### src/rtl/dumper.sv
// -----------------------------------------------------------------------------
// dumper
//
// Replays the contents of a RAM block, address 0 up to a latched last address
// (inclusive), as a parallel byte stream.  Each emitted byte appears on dataOut
// with a one-cycle newData strobe.  It is the read-back counterpart of the byte
// loader and sits between the RAM read port and a byte sink such as a UART
// transmitter.
//
// Per byte the FSM steps RD -> CAP -> SEND:
//   RD   : read_rq is high for this one cycle with addrOut on the address bus
//   CAP  : the registered RAM presents ramData, which is captured into dataOut
//   SEND : wait for ready, strobe newData, then advance or finish
// With ready held high this gives one byte every 3 cycles.  The first newData
// appears 3 cycles after the edge that accepts start.
//
// Ports
//   clk       in   1         system clock, all logic on posedge
//   reset     in   1         asynchronous active-low reset
//   start     in   1         begins a dump; sampled only while idle
//   lastAddr  in   addrSize  last address to dump (inclusive), latched at start
//   ready     in   1         sink can accept a byte this cycle
//   ramData   in   8         RAM read data, valid one cycle after read_rq
//   read_rq   out  1         RAM read request for addrOut
//   addrOut   out  addrSize  RAM read address
//   dataOut   out  8         byte presented to the sink, held between bytes
//   newData   out  1         one-cycle strobe: dataOut holds a new byte
//   busy      out  1         high from start acceptance until done
//   done      out  1         one-cycle pulse when the dump completes
//
// Configuration macro
//   DUMPER_STOP_ON_ZERO_EN : when defined, a 8'h00 byte read in CAP ends the
//   dump at once.  That byte is captured into dataOut but never strobed.
//   When undefined, zero bytes are emitted like any other byte.
// -----------------------------------------------------------------------------
module dumper #(
   parameter int addrSize = 9
) (
   input  logic                clk,
   input  logic                reset,
   input  logic                start,
   input  logic [addrSize-1:0] lastAddr,
   input  logic                ready,
   input  logic [7:0]          ramData,
   output logic                read_rq,
   output logic [addrSize-1:0] addrOut,
   output logic [7:0]          dataOut,
   output logic                newData,
   output logic                busy,
   output logic                done
);

   typedef enum logic [2:0] {
      S_IDLE = 3'd0,
      S_RD   = 3'd1,
      S_CAP  = 3'd2,
      S_SEND = 3'd3,
      S_FIN  = 3'd4
   } state_t;

   localparam logic [addrSize-1:0] ADDR_ZERO = {addrSize{1'b0}};
   localparam logic [addrSize-1:0] ADDR_ONE  = {{(addrSize-1){1'b0}}, 1'b1};

   state_t              state_q,   state_d;
   logic [addrSize-1:0] addr_q,    addr_d;
   logic [addrSize-1:0] last_q,    last_d;
   logic [7:0]          data_q,    data_d;
   logic                read_rq_q, read_rq_d;
   logic                new_q,     new_d;
   logic                busy_q,    busy_d;
   logic                done_q,    done_d;

   // Next-state and next-output logic; every output is registered, so the
   // value computed here for a transition is what is seen in the next state.
   always_comb begin
      state_d   = state_q;
      addr_d    = addr_q;
      last_d    = last_q;
      data_d    = data_q;
      read_rq_d = 1'b0;
      new_d     = 1'b0;
      busy_d    = busy_q;
      done_d    = 1'b0;

      case (state_q)
         S_IDLE: begin
            if (start) begin
               last_d    = lastAddr;
               addr_d    = ADDR_ZERO;
               busy_d    = 1'b1;
               read_rq_d = 1'b1;   // asserted for the whole RD cycle
               state_d   = S_RD;
            end else begin
               state_d   = S_IDLE;
            end
         end

         S_RD: begin
            state_d = S_CAP;
         end

         S_CAP: begin
            data_d = ramData;
`ifdef DUMPER_STOP_ON_ZERO_EN
            if (ramData == 8'h00) begin
               state_d = S_FIN;    // terminator: captured but never strobed
            end else begin
               state_d = S_SEND;
            end
`else
            state_d = S_SEND;
`endif
         end

         S_SEND: begin
            if (ready) begin
               new_d = 1'b1;
               // Compare before incrementing so a full-RAM dump never wraps.
               if (addr_q == last_q) begin
                  state_d = S_FIN;
               end else begin
                  addr_d    = addr_q + ADDR_ONE;
                  read_rq_d = 1'b1;
                  state_d   = S_RD;
               end
            end else begin
               state_d = S_SEND;
            end
         end

         S_FIN: begin
            done_d  = 1'b1;
            busy_d  = 1'b0;
            state_d = S_IDLE;
         end

         default: begin
            busy_d  = 1'b0;
            state_d = S_IDLE;
         end
      endcase
   end

   // State and output registers, cleared asynchronously by reset.
   always_ff @(posedge clk or negedge reset) begin
      if (!reset) begin
         state_q   <= S_IDLE;
         addr_q    <= ADDR_ZERO;
         last_q    <= ADDR_ZERO;
         data_q    <= 8'h00;
         read_rq_q <= 1'b0;
         new_q     <= 1'b0;
         busy_q    <= 1'b0;
         done_q    <= 1'b0;
      end else begin
         state_q   <= state_d;
         addr_q    <= addr_d;
         last_q    <= last_d;
         data_q    <= data_d;
         read_rq_q <= read_rq_d;
         new_q     <= new_d;
         busy_q    <= busy_d;
         done_q    <= done_d;
      end
   end

   assign read_rq = read_rq_q;
   assign addrOut = addr_q;
   assign dataOut = data_q;
   assign newData = new_q;
   assign busy    = busy_q;
   assign done    = done_q;

endmodule

### config.mk
export PLATFORM = sky130hd
export DESIGN_NAME = dumper
export DESIGN_NICKNAME = d
export VERILOG_FILES = /design/src/rtl/dumper.sv
export SDC_FILE = /design/constraint.sdc
export NUM_CORES = 1
export LEC_CHECK = 0
export BUFFER_PORTS_ARGS = -buffer_cell sky130_fd_sc_hd__buf_4
export CAP_MARGIN = 5
export CORE_MARGIN = 5
export CORE_UTILIZATION = 46
export CTS_CLUSTER_SIZE = 30
export DETAILED_ROUTE_END_ITERATION = 10
export GPL_TIMING_DRIVEN = 0
export PLACE_DENSITY_LB_ADDON = 0.25
export SLEW_MARGIN = 20
export SYNTH_ARGS = -nofsm -noshare
export SYNTH_HDL_FRONTEND = slang
export SYNTH_SLANG_ARGS = --single-unit
### constraint.sdc
create_clock -name clk -period 1.65 [get_ports clk]
set_clock_uncertainty 0.15 [all_clocks]
set_input_delay 0.0825 -clock clk [delete_from_list [all_inputs] [get_ports clk]]
set_output_delay 0.0825 -clock clk [all_outputs]
set_load 0.03 [all_outputs]
==> impl_metrics.ini <==
[status]
status = finished with violations
violations = setup timing

[power_and_ir_drop]
p_int_mw = 2.89
leakage_nw = 1.14
p_per_area_mw_per_mm2 = 2000
p_switching_mw = 2.03
power.share.clock_pct = 13.1
total_power_mw = 4.92
irDropWorstVdd_v = 0.00105
p_sw_share_pct = 41.3
p_comb_share_pct = 54.3
pwr-share-seq_pct = 32.6

[global_route]
gr-total-overflow = 0
grt_pass1_vias = 1270
grt_start_max_net_pins = 34
use_met1_pct = 20.7
groute.layer.met3.usage_pct = 4.49
grt_util_all_layers_pct = 17.1
grt_pass1_wl_mm = 5.72
grt-busiest-layer = met2
grt_util_met2_pct = 27.7
antenna_found_initial = 0

[layout]
design_area_mm2 = 0.00246
nets = 227
synthToLayoutAreaGrowth_pct = 60.1
drive_above_1_share_pct = 55.8
fin_cells = 252
diodes = 0

[route]
drt-total-wl_mm = 4.08
drtPass1Iterations = 4
via_count = 1311
routedWlPerCell_um = 16.2
drt-initial-drc-count = 68
drcViolationCount = 0
vias_per_cell = 5.20
drtAntennaViolNets = 0

[timing]
slew_viol_final = 0
fin_setup_tns_ns = -2.28
setup_viol = 21
fin_ws_ns = -0.255
period_needed_ns = 1.90
period_share_pct = 115
final-hold-violation-count = 0
tightest_slew_ns = 0.423
max_freq_mhz = 525
rsz0062_at_grt = true
slew_headroom_pct = 71.8

[place]
hpwl_mm = 2.31
place.gp.congestion = 0.822
placedCellCount = 208
placed_area_mm2 = 0.00195
port-buffer-count = 41

[yosys]
synthArstFlopShare_pct = 100
synth-seq-cells = 33
ys_types = 35
syn-num-nets = 143
synth-seq-area-share_pct = 53.8
yosys_warnings = 0
netlist_instances = 121
syn_area_mm2 = 0.00154
syn_area_per_cell_um2 = 12.7
dominantRegCellSynth = dfrtp_1
synth_edf_count = 0

[critical_path]
cp_max_fo = 5
critical_path_required_ns = 1.74
path_class = reg -> reg
critPathArrivalTime_ns = 1.99
end_kind = flop
startpoint_type = flop

[floorplan]
die_y_um = 67.8
ios = 42
die_area_mm2 = 0.00459
dieWidth_um = 67.8
initial_core_util_pct = 46.7
core_region_area_mm2 = 0.00328
rows = 21

[cts]
cts.reportedPaths.clkPinSlew_ns = 0.10
cts_buffer_depth = 2
insertion_delay_ns = 0.35
cts_tree = done
cts_sinks = 33
cts_inserted_buffers = 5
htreeDepth = 2
cts_root_buffer = clkbuf_4

[worst_hold_path]
hold_class = in -> async

[run]
maxCapViolations = 0
-- synth_stat cells (2+ instances only) --
cell / n / area [µm²]
and2_1: 2 / 12.5
o41ai_1: 2 / 17.5
mux2_2: 18 / 203
o21ai_0: 2 / 10.0
a221o_1: 2 / 20.0
nand2_1: 3 / 11.3
inv_1: 6 / 22.5
nor2_1: 4 / 15.0
nor3_1: 2 / 10.0
xor2_1: 9 / 78.8
a21o_1: 2 / 15.0
nand3_1: 7 / 35.0
o211ai_1: 2 / 15.0
and3_1: 6 / 37.5
buf_2: 2 / 10.0
dfrtp_1: 33 / 826
-- state kept, by name, indices dropped and copies added (netlist names) --
signal,flops
busy,1
newData,1
last_q,9
dataOut,8
state_q,3
addrOut,9
read_rq,1
done,1
-- what timing repair did --
item / 4_1_cts / 5_1_grt
cloned: 0 / 1
hold buffers: 20 / 0
endpoints found under the hold margin: 54 / 0
setup endpoints to repair: 29 / 27
resized for setup: 6 / 23
setup buffers: 7 / 9
pin swaps: 7 / 9
-- logic make-up (layout without fill, tap and decap cells) --
family | count (synthesis) | in the layout | synth area share (%)
xor gates and xnor gates | 9 | 9 | 5.13
DFF | 33 | 33 | 53.8
buffers and inverters | 10 | 95 | 3.10
and+or+nand+nor | 32 | 32 | 14.1
AOI/OAI and AO/OA | 18 | 18 | 9.86
adders and majority gates | 1 | 1 | 0.815
muxes | 18 | 18 | 13.2
-- path summary, 6_finish.rpt --
check                            start          to  slack, ns  cells past startpoint
min reg2reg                       busy        busy       0.35                      1
max                          last_q[2]  addrOut[8]      -0.25                      6
max in group asynchronous        reset  addrOut[0]       0.96                      2
min                              reset  dataOut[6]       0.05                      2
max reg2reg                  last_q[2]  addrOut[8]      -0.25                      6
min in group clk           lastAddr[8]   last_q[8]       0.35                      3
-- per-layer routing --
metal	share of wire, %	vias to the layer above
met3	6.9	11
li1	-	602
met5	0	-
met1	40	644
met2	52	54
met4	1.7	0
-- cell usage in the layout, fill, tap and decap left out, types with 3 or more instances in the layout --
cell and n:
buf_4 54, dfrtp_1 23, dlygate4sd3_1 20, dfrtp_2 10, mux2_4 9, mux2_2 9
xor2_1 6, buf_6 6, nand3_1 6, and3_1 5, inv_1 5, clkbuf_4 5
nor2_1 3, xor2_2 3, nand2_1 3
-- stage by stage --
| stage | hold WS, ns | setup slack, ns | util (%) |
|---|---|---|---|
| 2_1_floorplan | -0.363 | -0.209 | - |
| 3_3_place_gp | -0.107 | -0.229 | 59.3 |
| 3_5_place_dp | -0.0996 | -0.260 | 59.3 |
| 4_1_cts | 0.0735 | -0.182 | 69.9 |
| 5_1_grt | 0.0905 | -0.310 | 74.8 |
| 6_report | 0.0546 | -0.255 | 74.8 |
-- area by class of cell --
| type | count | area [µm²] |
|---|---|---|
| fillers | 203 | 827 |
| flip-flops and latches | 33 | 838 |
| well taps | 46 | 57.6 |
| inverters | 6 | 22.5 |
| repair buffers | 78 | 651 |
| multi-input cells | 78 | 766 |
| clock buffers | 7 | 55.1 |
| clock inverters | 1 | 30.0 |
| plain buffers | 3 | 37.5 |
-- critical path, cell delays in order, from the launching register on --
cell     delay (ns)
dfrtp_1        0.43
xor2_2         0.20
nor4_4         0.36
and3_1         0.24
buf_6          0.14
nor4_2         0.05
a211o_1        0.24
-- power by group through the flow --
stage	registers, mW	clock network (mW)	logic [mW]
global placement	1.61	0	2.12
floorplan	2.02	0	1.10
global route	1.66	0.690	2.83
CTS	1.58	0.652	2.37
finish	1.60	0.645	2.67
detailed placement	1.63	0	2.18
No activity file was read; power rests on OpenSTA's default activity.
